`src/rtl/mvm_host_driver_if.sv`:
```
// Bundles the upstream job stream, downstream result stream and mvm core strobes.
// master is the driver's view; slave is the environment (source, sink and core).
interface mvm_host_driver_if #(
  parameter int b = 8
);
  logic [b-1:0]   in_data;
  logic           in_valid;
  logic           in_ready;
  logic [2*b-1:0] out_data;
  logic           out_valid;
  logic           out_ready;
  logic           loadMatrix;
  logic           loadVector;
  logic           start;
  logic [b-1:0]   mvm_data;
  logic           done;
  logic [2*b-1:0] mvm_dout;

  modport master (
    input  in_data, in_valid, out_ready, done, mvm_dout,
    output in_ready, out_data, out_valid, loadMatrix, loadVector, start, mvm_data
  );

  modport slave (
    output in_data, in_valid, out_ready, done, mvm_dout,
    input  in_ready, out_data, out_valid, loadMatrix, loadVector, start, mvm_data
  );
endinterface

```
`src/rtl/mvm_host_driver.sv`:
```
// Buffers a full K*K+K job, replays it to the mvm core, captures K results and streams them out.
// Latency: loadMatrix the cycle after the last job word; y[0] one cycle after the last capture.
// Backpressure: in_ready only while collecting; out_data/out_valid hold while out_ready is low.
module mvm_host_driver #(
  parameter int K       = 4,
  parameter int logK    = 2,
  parameter int b       = 8,
  parameter int TIMEOUT = 256
) (
  input  logic              clk,
  input  logic              reset,
  mvm_host_driver_if.master bus,
  output logic              busy,
  output logic              error
);

  localparam int JN   = K*K + K;
  localparam int WW   = $clog2(JN);
  localparam int CMAX = (TIMEOUT > K*K + 2) ? TIMEOUT : K*K + 2;
  localparam int CW   = $clog2(CMAX + 1);

  localparam logic [WW-1:0]   LAST_WORD = WW'(JN - 1);
  localparam logic [CW-1:0]   A_END     = CW'(K*K + 1);
  localparam logic [CW-1:0]   X_END     = CW'(K + 1);
  localparam logic [CW-1:0]   C_END     = CW'(K - 1);
  // The start cycle is the first of the TIMEOUT cycles, so the last WAIT_DONE count is TIMEOUT-2.
  localparam logic [CW-1:0]   T_END     = CW'(TIMEOUT - 2);
  localparam logic [logK-1:0] LAST_Y    = logK'(K - 1);

  typedef enum logic [2:0] {
    COLLECT, LOAD_A, LOAD_X, KICK, WAIT_DONE, CAPTURE, DRAIN
  } state_t;

  state_t state, state_nxt;

  logic [b-1:0]    jbuf [JN];
  logic [2*b-1:0]  ybuf [K];
  logic [WW-1:0]   widx;
  logic [logK-1:0] ridx;
  logic [CW-1:0]   cnt;
  logic [WW-1:0]   rd_idx;
  logic            in_hs, out_hs, a_word, x_word, timeout;

  always_ff @(posedge clk) begin
    if (!reset) state <= COLLECT;
    else        state <= state_nxt;
  end

  always_comb begin
    state_nxt      = state;
    bus.in_ready   = 1'b0;
    bus.out_valid  = 1'b0;
    bus.loadMatrix = 1'b0;
    bus.loadVector = 1'b0;
    bus.start      = 1'b0;
    a_word         = 1'b0;
    x_word         = 1'b0;
    timeout        = 1'b0;
    case (state)
      COLLECT: begin
        bus.in_ready = 1'b1;
        if (bus.in_valid && widx == LAST_WORD) state_nxt = LOAD_A;
      end
      LOAD_A: begin
        bus.loadMatrix = (cnt == '0);
        a_word         = (cnt != '0) && (cnt != A_END);
        if (cnt == A_END) state_nxt = LOAD_X;
      end
      LOAD_X: begin
        bus.loadVector = (cnt == '0);
        x_word         = (cnt != '0) && (cnt != X_END);
        if (cnt == X_END) state_nxt = KICK;
      end
      KICK: begin
        bus.start = 1'b1;
        state_nxt = WAIT_DONE;
      end
      WAIT_DONE: begin
        if (bus.done) begin
          state_nxt = CAPTURE;
        end else if (cnt == T_END) begin
          timeout   = 1'b1;
          state_nxt = COLLECT;
        end
      end
      CAPTURE: begin
        if (cnt == C_END) state_nxt = DRAIN;
      end
      DRAIN: begin
        bus.out_valid = 1'b1;
        if (bus.out_ready && ridx == LAST_Y) state_nxt = COLLECT;
      end
      default: state_nxt = COLLECT;
    endcase
  end

  assign in_hs  = bus.in_valid && bus.in_ready;
  assign out_hs = bus.out_valid && bus.out_ready;
  assign busy   = (state != COLLECT);

  // Vector words sit directly after the matrix in jbuf.
  assign rd_idx       = WW'(cnt - 1'b1) + ((state == LOAD_X) ? WW'(K*K) : '0);
  assign bus.mvm_data = (a_word || x_word) ? jbuf[rd_idx] : '0;
  assign bus.out_data = (state == DRAIN) ? ybuf[ridx] : '0;

  always_ff @(posedge clk) begin
    if (!reset) begin
      widx  <= '0;
      ridx  <= '0;
      cnt   <= '0;
      error <= 1'b0;
    end else begin
      if (timeout) error <= 1'b1;
      if (state_nxt != state || state == COLLECT || state == DRAIN) cnt <= '0;
      else                                                          cnt <= cnt + 1'b1;
      if (in_hs)  widx <= (widx == LAST_WORD) ? '0 : widx + 1'b1;
      if (out_hs) ridx <= (ridx == LAST_Y) ? '0 : ridx + 1'b1;
    end
  end

  // Buffers are not reset; writes are suppressed during reset so a reset cycle cannot store a word.
  always_ff @(posedge clk) begin
    if (reset && in_hs)              jbuf[widx]        <= bus.in_data;
    if (reset && state == CAPTURE)   ybuf[logK'(cnt)]  <= bus.mvm_dout;
  end

endmodule

```
`src/flat_wrapper.sv`:
```
// flat-port wrapper written by rule: the top's interface ports become plain ports
module mvm_host_driver_flat 
#(
  parameter int K       = 4,
  parameter int logK    = 2,
  parameter int b       = 8,
  parameter int TIMEOUT = 256
)
  (clk, reset, busy, error, bus_in_data, bus_in_valid, bus_out_ready, bus_done, bus_mvm_dout, bus_in_ready, bus_out_data, bus_out_valid, bus_loadMatrix, bus_loadVector, bus_start, bus_mvm_data);
  mvm_host_driver_if #(.b(b)) bus_i ();
  input  logic clk;
  input  logic reset;
  output logic busy;
  output logic error;
  input wire logic [$bits(bus_i.in_data)-1:0] bus_in_data;
  input wire logic [$bits(bus_i.in_valid)-1:0] bus_in_valid;
  input wire logic [$bits(bus_i.out_ready)-1:0] bus_out_ready;
  input wire logic [$bits(bus_i.done)-1:0] bus_done;
  input wire logic [$bits(bus_i.mvm_dout)-1:0] bus_mvm_dout;
  output wire logic [$bits(bus_i.in_ready)-1:0] bus_in_ready;
  output wire logic [$bits(bus_i.out_data)-1:0] bus_out_data;
  output wire logic [$bits(bus_i.out_valid)-1:0] bus_out_valid;
  output wire logic [$bits(bus_i.loadMatrix)-1:0] bus_loadMatrix;
  output wire logic [$bits(bus_i.loadVector)-1:0] bus_loadVector;
  output wire logic [$bits(bus_i.start)-1:0] bus_start;
  output wire logic [$bits(bus_i.mvm_data)-1:0] bus_mvm_data;
  assign bus_i.in_data = bus_in_data;
  assign bus_i.in_valid = bus_in_valid;
  assign bus_i.out_ready = bus_out_ready;
  assign bus_i.done = bus_done;
  assign bus_i.mvm_dout = bus_mvm_dout;
  assign bus_in_ready = bus_i.in_ready;
  assign bus_out_data = bus_i.out_data;
  assign bus_out_valid = bus_i.out_valid;
  assign bus_loadMatrix = bus_i.loadMatrix;
  assign bus_loadVector = bus_i.loadVector;
  assign bus_start = bus_i.start;
  assign bus_mvm_data = bus_i.mvm_data;
  mvm_host_driver #(.K(K), .logK(logK), .b(b), .TIMEOUT(TIMEOUT)) u_core (.clk(clk), .reset(reset), .bus(bus_i), .busy(busy), .error(error));
endmodule
```
`config.mk`:
```
export PLATFORM = sky130hd
export DESIGN_NAME = mvm_host_driver_flat
export DESIGN_NICKNAME = d
export VERILOG_FILES = /design/src/rtl/mvm_host_driver_if.sv /design/src/rtl/mvm_host_driver.sv /design/src/flat_wrapper.sv
export SDC_FILE = /design/constraint.sdc
export NUM_CORES = 1
export LEC_CHECK = 0
export CAP_MARGIN = 10
export CORE_ASPECT_RATIO = 0.7
export CORE_MARGIN = 1.5
export CORE_UTILIZATION = 50
export CTS_CLUSTER_DIAMETER = 200
export CTS_CLUSTER_SIZE = 10
export DETAILED_ROUTE_END_ITERATION = 12
export GPL_ROUTABILITY_DRIVEN = 0
export PLACE_DENSITY = 0.81
export SETUP_SLACK_MARGIN = 0.3
export SLEW_MARGIN = 0
export SYNTH_ARGS = -nofsm -noshare
export SYNTH_HDL_FRONTEND = slang
export SYNTH_SLANG_ARGS = --single-unit
```
`constraint.sdc`:
```
create_clock -name clk -period 6 [get_ports clk]
set_clock_uncertainty 0.15 [all_clocks]
set_input_delay 1.2 -clock clk [delete_from_list [all_inputs] [get_ports clk]]
set_output_delay 1.2 -clock clk [all_outputs]
set_load 0.05 [all_outputs]
```
# After elaboration in Yosys (flattened, before gate mapping)
# Memories as Yosys holds them, arrays and structs flattened. A register that Yosys moved wholly into a read port is not among the register bits.
# Index checks and enable logic that the tools add are counted.
op_classes:
  n_bitwise: 1
  n_addsub: 5
  n_reduce_logical: 16
  mux: 29
  n_eq_ne: 15
op_table:
  columns: ["op", "count"]
  rows:
  - ["3-bit two-way mux", 7]
  - ["3-bit one-hot mux with 7 select lines", 1]
  - ["16-bit two-way mux", 1]
  - ["1-bit two-way mux", 14]
  - ["5-bit two-way mux", 2]
  - ["9-bit by 1-bit adder with 9-bit output (second input constant)", 1]
  - ["3-bit equality test (second input constant)", 3]
  - ["9-bit by 2-bit equality test with 1-bit output (second input constant)", 1]
  - ["9-bit by 3-bit equality test with 1-bit output (second input constant)", 1]
  - ["9-bit by 5-bit equality test with 1-bit output (second input constant)", 1]
  - ["9-bit by 8-bit equality test with 1-bit output (second input constant)", 1]
  - ["9-bit zero test", 1]
  - ["9-bit by 3-bit inequality test with 1-bit output (second input constant)", 1]
  - ["9-bit by 5-bit inequality test with 1-bit output (second input constant)", 1]
  - ["9-bit nonzero test", 1]
  - ["1-bit logical AND", 8]
  - ["8-bit two-way mux", 1]
  - ["3-bit by 2-bit equality test with 1-bit output (second input constant)", 2]
  - ["2-bit two-way mux", 3]
  - ["5-bit by 1-bit adder with 5-bit output (second input constant)", 1]
  - ["5-bit adder", 1]
  - ["5-bit equality test (second input constant)", 1]
  - ["5-bit by 1-bit subtractor with 5-bit output (second input constant)", 1]
  - ["3-bit by 1-bit equality test with 1-bit output (second input constant)", 1]
  - ["other kinds (8)", 10]
totals:
  inputBits: 29
  ram_bits: 224
  n_memories: 2
  reg_bits: 20
mem_list:
  columns: ["memory", "words", "word_bits", "read_ports", "rd_ports_with_merged_regs", "write_ports", "line", "rtl"]
  rows:
  - ["u_core.jbuf", 20, 8, 1, 0, 1, "mvm_host_driver.sv:36", "logic [b-1:0] jbuf [JN];"]
  - ["u_core.ybuf", 4, 16, 1, 1, 1, "mvm_host_driver.sv:37", "logic [2*b-1:0] ybuf [K];"]

# Longest topological paths before layout
# Gate-level depths: netlist (run 1).
depth:
  depth_word: 8
  depth_mapped: 10
  mapped_depth_nobuf: 9

# Least setup slack after synthesis (run 1)
# OpenSTA, ideal clock, no wires.
synth_path:
  kind: "flip-flop to output port"
  from: "register u_core.cnt[0]"
  to: "output port bus_mvm_data[5]"
  path_stages_with_launch: 10
  arrival_ns: 3.283
  required_ns: 4.650
  slack_ns: 1.367
  path_cell_list: "dfxtp_1 -> buf_2 -> buf_2 -> inv_1 -> ha_1 -> buf_2 -> buf_2 -> mux4_2 -> a22oi_1 -> a311oi_1"
synth_lines:
  columns: ["item", "line", "rtl"]
  rows:
  - ["start: declaration", "mvm_host_driver.sv:40", "logic [CW-1:0] cnt;"]
  - ["start signal: assignment", "mvm_host_driver.sv:115", "else cnt <= cnt + 1'b1;"]
  - ["5-bit by 1-bit subtractor with 5-bit output", "mvm_host_driver.sv:102", "assign rd_idx = WW'(cnt - 1'b1) + ((state == LOAD_X) ? WW'(K*K) : '0);"]
  - ["5-bit adder", "mvm_host_driver.sv:102", null]
  - ["net u_core.rd_idx[0]", "mvm_host_driver.sv:41", "logic [WW-1:0] rd_idx;"]
  - ["memory read 20 x 8 bit", null, null]
  - ["8-bit two-way mux", "mvm_host_driver.sv:103", "assign bus.mvm_data = (a_word || x_word) ? jbuf[rd_idx] : '0;"]
  - ["end: declaration", "flat_wrapper.sv:26", "output wire logic [$bits(bus_i.mvm_data)-1:0] bus_mvm_data;"]
# The timed path passes the listed nets, and every way through them passes these cells.

# Worst setup path in the final report (run 1)
layout_path:
  from: "register u_core.cnt[1]"
  to: "output port bus_mvm_data[6]"
layout_between:
  elab_chain_len: 5
layout_rtl:
  columns: ["item", "line"]
  rows:
  - ["parallel branches: the longest is 4 deep, another holds memory read 20 x 8 bit", null]
  - ["8-bit two-way mux *", "mvm_host_driver.sv:103"]
# Mark *: on every way between the ends.

==> results of run 1 <==
## flip-flops by register name, indices dropped and copies added (netlist names), named ones only
name / count
u_core.jbuf: 160
u_core.ybuf: 64
u_core.cnt: 9
u_core.widx: 5
u_core.state: 3
u_core.ridx: 2
u_core.error: 1
## cell families (layout without fill, tap and decap cells)
logic type	count (synthesis)	count (layout)	synth area share
AOI/OAI and AO/OA	51	51	0.0370
and+or+nand+nor	143	143	0.0719
muxes	56	56	0.126
buffers and inverters	40	127	0.0199
DFF	246	246	0.714
xor gates and xnor gates	13	13	0.0121
adders and majority gates	15	15	0.0194
## layer usage
layer	vias up	wire length [um]	global-route usage
li1	2364	-	-
met1	2817	8970	0.305
met2	236	9520	0.294
met3	29	1680	0.0484
met4	0	406	0.0554
met5	-	0	0
## power by group
part | switching, uW | leakage (uW) | internal (uW)
logic | 103 | 0.00105 | 64.0
clock network | 621 | 0.000397 | 940
registers | 6.10 | 0.00219 | 1880
total | 730 | 0.00364 | 2880
## metrics by stage
step	instances	worst slack, ns
2_1_floorplan	564	1.37
4_1_cts	921	0.715
3_5_place_dp	869	1.31
6_report	921	0.699
3_3_place_gp	869	1.52
5_1_grt	921	0.458
## cell usage after synthesis, types with 7 or more instances
master      n
edfxtp_1  224
mux4_2     56
nor2_1     44
and2_1     22
dfxtp_1    22
nand2_1    22
nor3_1     20
a22oi_1    15
ha_1       14
inv_1      13
a21oi_1    12
buf_2       9
a311oi_1    7
xnor2_1     7
## final cells by class
class                      instances  area, um2
multi-input combinational        278       2680
clock inverter                     1       30.0
inverter                          13       48.8
timing repair buffer              62        613
tap                              270        338
sequential                       246       7170
fill                            1426       8060
clock buffer                      51        808
## worst register-to-register path, cell delays in order (launching register included)
cell,delay (ns)
dfxtp_1,0.47
or4b_1,0.72
nor2_1,0.23
nand2_1,0.22
nor2_1,0.79
## path summary, 6_finish.rpt
path         slack [ns]                end  cells after the start
max                0.70    bus_mvm_data[6]                     10
max reg2reg        3.03  u_core.jbuf[2][7]                      4
min reg2reg        0.34       u_core.error                      2
min                0.34       u_core.error                      2
==> flow_summary.yaml, run 1 <==
status:
  outcome: "finished clean"
setup_path:
  critical_path_class: "flop to primary output"
  critical_path.top_delay_family: "buffers and inverters"
  r2r-start: "u_core.state[2]"
  crit_path_start: "u_core.cnt[1]"
  cp_slowest_stage_delay_ns: 0.86
  critPathMostFrequentCell: "inv_1"
  cp_slowest_cell: "clkdlybuf4s50_1"
  crit_arrival_ns: 3.95
  crit_chain: "inv_1 -> ha_1 -> inv_1 -> fa_1 -> xor2_1 -> nor2_1 -> a22o_1 -> a221oi_1 -> a211oi_1 -> clkdlybuf4s50_1"
  cp_max_fo: 8
  setup.worst_path.start_class: "flop"
  crit_buf_inv: 3
  crit_path_end_kind: "primary output"
  required_ns: 4.65
detailed_routing:
  num_vias: 5446
  drt_first_pass_iters: 6
  drc_errors: 0
  post_drt_wl_per_cell_um: 22.4
  postRouteAntennaNets: 0
  vias_per_cell: 5.91
  wl_um: 20600
  drt_iter0_drc: 921
synthesis:
  ys_types: 51
  ys_ff_latch: 246
  yosys_warnings: 0
  ys_seq_area_frac: 0.714
  syn_area_um2: 10000
  synthCells: 564
  synthArstFlopShare: 0
  synth_flop_cell: "edfxtp_1"
  synth.area.top_cells: "edfxtp_1 (67%), mux4_2 (13%), dfxtp_1 (4.4%), ha_1 (1.7%), nor2_1 (1.6%)"
  yosysTopAreaCell: "edfxtp_1"
  yosys.area.top_type_share: 0.670
  synth_nets: 608
  synth_enable_flop_cells: 224
  avgSynthCellArea_um2: 17.8
global_route:
  grt_usage: 0.202
  overflow: 0
  grt_pass1_vias: 5249
  antenna_found_initial: 0
  grt_pass1_wl_um: 31100
  grt_max_degree: 42
floorplanning:
  coreArea_um2: 19700
  rows: 43
  die_w_um: 172
  start_util: 0.508
  die_area_um2: 20900
  die_y_um: 122
  num_io_pins: 60
sta:
  setup_viol: 0
  fin_crit_sh: 0.883
  drv_slew: 0
  hold_slack_ns: 0.339
  layout_min_cycle_time_ns: 5.30
  tns_ns: 0
  maxSlewHeadroom: 0.241
  fmax_mhz: 189
  worst_slew_pin_slew_ns: 1.14
  rsz0062_at_grt: "false"
  hold_violations: 0
pwr:
  p_leak_uw: 0.00364
  vdd_drop_max_mv: 0.225
  total_power_uw: 3610
  power_density_nw_per_um2: 309
worst_hold_path:
  holdCritStartpoint: "u_core.error"
  hold_class: "flop to flop"
clock_tree:
  path_clk_slew_ns: 0.06
  htree_num_levels: 1
  postCtsHoldBufs: 0
  clk_latency_ns: 0.53
  tritoncts: "yes"
  clockBufferDepth: 3
  postCtsSetupBuffers: 0
  cts_buffers: 28
  cts_num_sinks: 246
  cts_resized: 0
  cts-root-buf: "clkbuf_16"
final_layout:
  drive_gt1_frac: 0.152
  fin_area_um2: 11700
  final_common_cell: "edfxtp_1"
  nets: 673
  utilization: 0.592
  n_antenna_cell: 0
  layout_common_cells: "edfxtp_1 (224), clkdlybuf4s50_1 (59), mux4_2 (56)"
  area_growth_pct: 16.4
placement:
  place_area_um2: 10900
  io_buffers: 59
  post-dp-hpwl_um: 13100
job:
  cap_violations: 0
Note: power is estimated with default switching activity, not from simulation.
==> inputs of run 2 (changes only) <==
- ABC_AREA: default -> 1
- CORE_MARGIN: 1.5 -> 2
==> run 2 against run 1 <==
Against the previous run:
- routed wire length grew 19%
- non-clock buffer count increased by 8
- hold slack got worse by 0.0079 ns
- critical path depth is the same
- final cell count is 39% higher
- setup slack worse by 0.085 ns
- power down 3.1%
- die area rose by 5.1%
- global-route usage increased by 2.1 points
- critical path type unchanged
- largest cell class unchanged
==> flow_summary.yaml, run 2 <==
final_layout:
  final_common_cell: "edfxtp_1"
  largestRegisters: "u_core.jbuf x160, u_core.ybuf x64, u_core.cnt x9"
  stdcell_count: 1276
  area_growth_pct: 16.7
  largest_register_ffs: 160
  fill_cells: 1611
  fin_area_um2: 12200
  n_antenna_cell: 0
  layout_common_cells: "edfxtp_1 (224), nand2_1 (184), nor2_1 (122)"
  drive_gt1_frac: 0.0760
  largest-register: "u_core.jbuf"
  nets: 1023
sta:
  tns_ns: 0
  worst_slew_pin_slew_ns: 1.02
  hold_violations: 0
  drv_slew: 0
  setup_viol: 0
  layout_min_cycle_time_ns: 5.39
  fin_crit_sh: 0.898
  maxSlewHeadroom: 0.319
  setup_slack_ns: 0.614
  fmax_mhz: 186
  rsz0062_at_grt: "false"
job:
  cap_violations: 0
floorplanning:
  die_w_um: 177
  rows: 44
  die_y_um: 125
  coreArea_um2: 20600
  num_io_pins: 60
  die_area_um2: 22000
  start_util: 0.506
setup_path:
  r2r_end: "u_core.jbuf[5][6]"
  crit_path_end_kind: "primary output"
  setup.worst_path.start_class: "flop"
  cp_slowest_stage_delay_ns: 1.15
  required_ns: 4.65
  rr_worst_depth: 7
  critical_path_class: "flop to primary output"
  cp-endpoint: "bus_mvm_data[0]"
  rrSetupSlack_ns: 3.32
  crit_path_start: "u_core.cnt[1]"
  cp_max_fo: 24
  crit_arrival_ns: 4.04
  crit_chain: "inv_1 -> ha_1 -> inv_1 -> fa_1 -> clkinv_1 -> nand3_1 -> nand3_1 -> o21ai_0 -> a21oi_1 -> buf_12"
  cp_slowest_cell: "fa_1"
  r2r-start: "u_core.state[2]"
pwr:
  total_power_uw: 3500
  vdd_drop_max_mv: 0.200
  p_clk_frac: 0.447
  seqPwrFrac: 0.537
  p_switching_uw: 669
  pwr-share-comb: 0.016
  power_density_nw_per_um2: 288
  intPower_uw: 2830
  swShare: 0.191
  p_leak_uw: 0.00422
clock_tree:
  tritoncts: "yes"
  cts_num_sinks: 246
  clockBufferDepth: 3
  cts-root-buf: "clkbuf_16"
  cts_buffers: 28
  clk_latency_ns: 0.53
  postCtsSetupBuffers: 0
  htree_num_levels: 1
  path_clk_slew_ns: 0.05
  cts_resized: 0
  postCtsHoldBufs: 0
detailed_routing:
  drt_iter0_drc: 1035
  drt_first_pass_iters: 5
  post_drt_wl_per_cell_um: 19.2
  postRouteAntennaNets: 0
  vias_per_cell: 5.67
  drc_errors: 0
  num_vias: 7235
  wl_um: 24500
synthesis:
  yosys.area.top_type_share: 0.646
  yosysTopAreaCell: "edfxtp_1"
  synthCells: 920
  synthArstFlopShare: 0
  ys_types: 38
  ys_seq_area_frac: 0.688
  avgSynthCellArea_um2: 11.3
  synth_common_cells: "edfxtp_1 (224), nand2_1 (184), nor2_1 (122), nand3_1 (93), o21ai_0 (52)"
  yosys_warnings: 0
  synth_enable_flop_cells: 224
  synth_flop_cell: "edfxtp_1"
  yosysMostFrequentCell: "edfxtp_1"
  synth.area.top_cells: "edfxtp_1 (65%), nand2_1 (6.6%), nand3_1 (4.5%), nor2_1 (4.4%), dfxtp_1 (4.2%)"
  syn_area_um2: 10400
  synth_nets: 964
  ys_ff_latch: 246
global_route:
  grt_max_degree: 82
  grt_pass1_vias: 6807
  antenna_found_initial: 0
  overflow: 0
  grt_usage: 0.223
  grt_pass1_wl_um: 37900
worst_hold_path:
  holdCritStartpoint: "u_core.ridx[1]"
  min_path_cells: 2
  hold_class: "flop to flop"
placement:
  post-dp-hpwl_um: 15500
  io_buffers: 59
  pre_cts_ws_ns: 1.41
  place_area_um2: 11300
  place_inst: 1225
status:
  outcome: "finished clean"
run 2: power by group through the flow:
stage	Clock [uW]	Combinational, uW	Sequential [uW]
5_1_grt	1660	61.1	1880
6_report	1570	56.4	1880
3_5_place_dp	0	56.6	1910
4_1_cts	1580	56.5	1880
2_1_floorplan	0	11.0	1910
3_3_place_gp	0	54.1	1910
run 2: cell families after synthesis:
logic type,count (synthesis),share of synthesized area
XOR/XNOR,11,0.00997
AND/OR/NAND/NOR,444,0.186
adder cells (fa/ha/maj),15,0.0187
buffers and inverters,84,0.0330
AO/OA/AOI/OAI,120,0.0639
flip-flops,246,0.688
run 2: worst max-delay path: cells and delay by family (launching register included):
| kind | cells | cell delay (ns) |
|---|---|---|
| adder cells (fa/ha/maj) | 2 | 1.36 |
| buffers and inverters | 4 | 1.04 |
| AO/OA/AOI/OAI | 2 | 0.35 |
| AND/OR/NAND/NOR | 2 | 0.37 |
| flip-flops | 1 | 0.37 |
run 2: worst min path at each step:
stage / end / slack (ns)
after floorplan: flop / 0.31
after global placement: u_core.ridx[1] / 0.32
after detailed placement: flop / 0.33
after CTS: flop / 0.34
after global routing: flop / 0.37
final: flop / 0.33
run 2: final cells by class:
type | count | area, um2 | share of cell area
Multi-Input combinational cell | 590 | 2910 | 0.239
Tap cell | 276 | 345 | 0.0284
Timing Repair Buffer | 70 | 741 | 0.0609
Inverter | 43 | 161 | 0.0133
Clock buffer | 50 | 805 | 0.0662
Sequential cell | 246 | 7170 | 0.590
Clock inverter | 1 | 30.0 | 0.00247
run 2: stage by stage:
step / hold WS, ns / util
after detailed placement: 0.333 / 0.550
after global placement: 0.323 / 0.550
final: 0.331 / 0.590
after global routing: 0.374 / 0.590
after CTS: 0.339 / 0.590
after floorplan: 0.307 / -
run 2: metal layers:
metal,track usage,routed length (um)
met1,0.331,10200
met2,0.320,10800
met3,0.0733,3010
met4,0.0496,444
met5,0,0
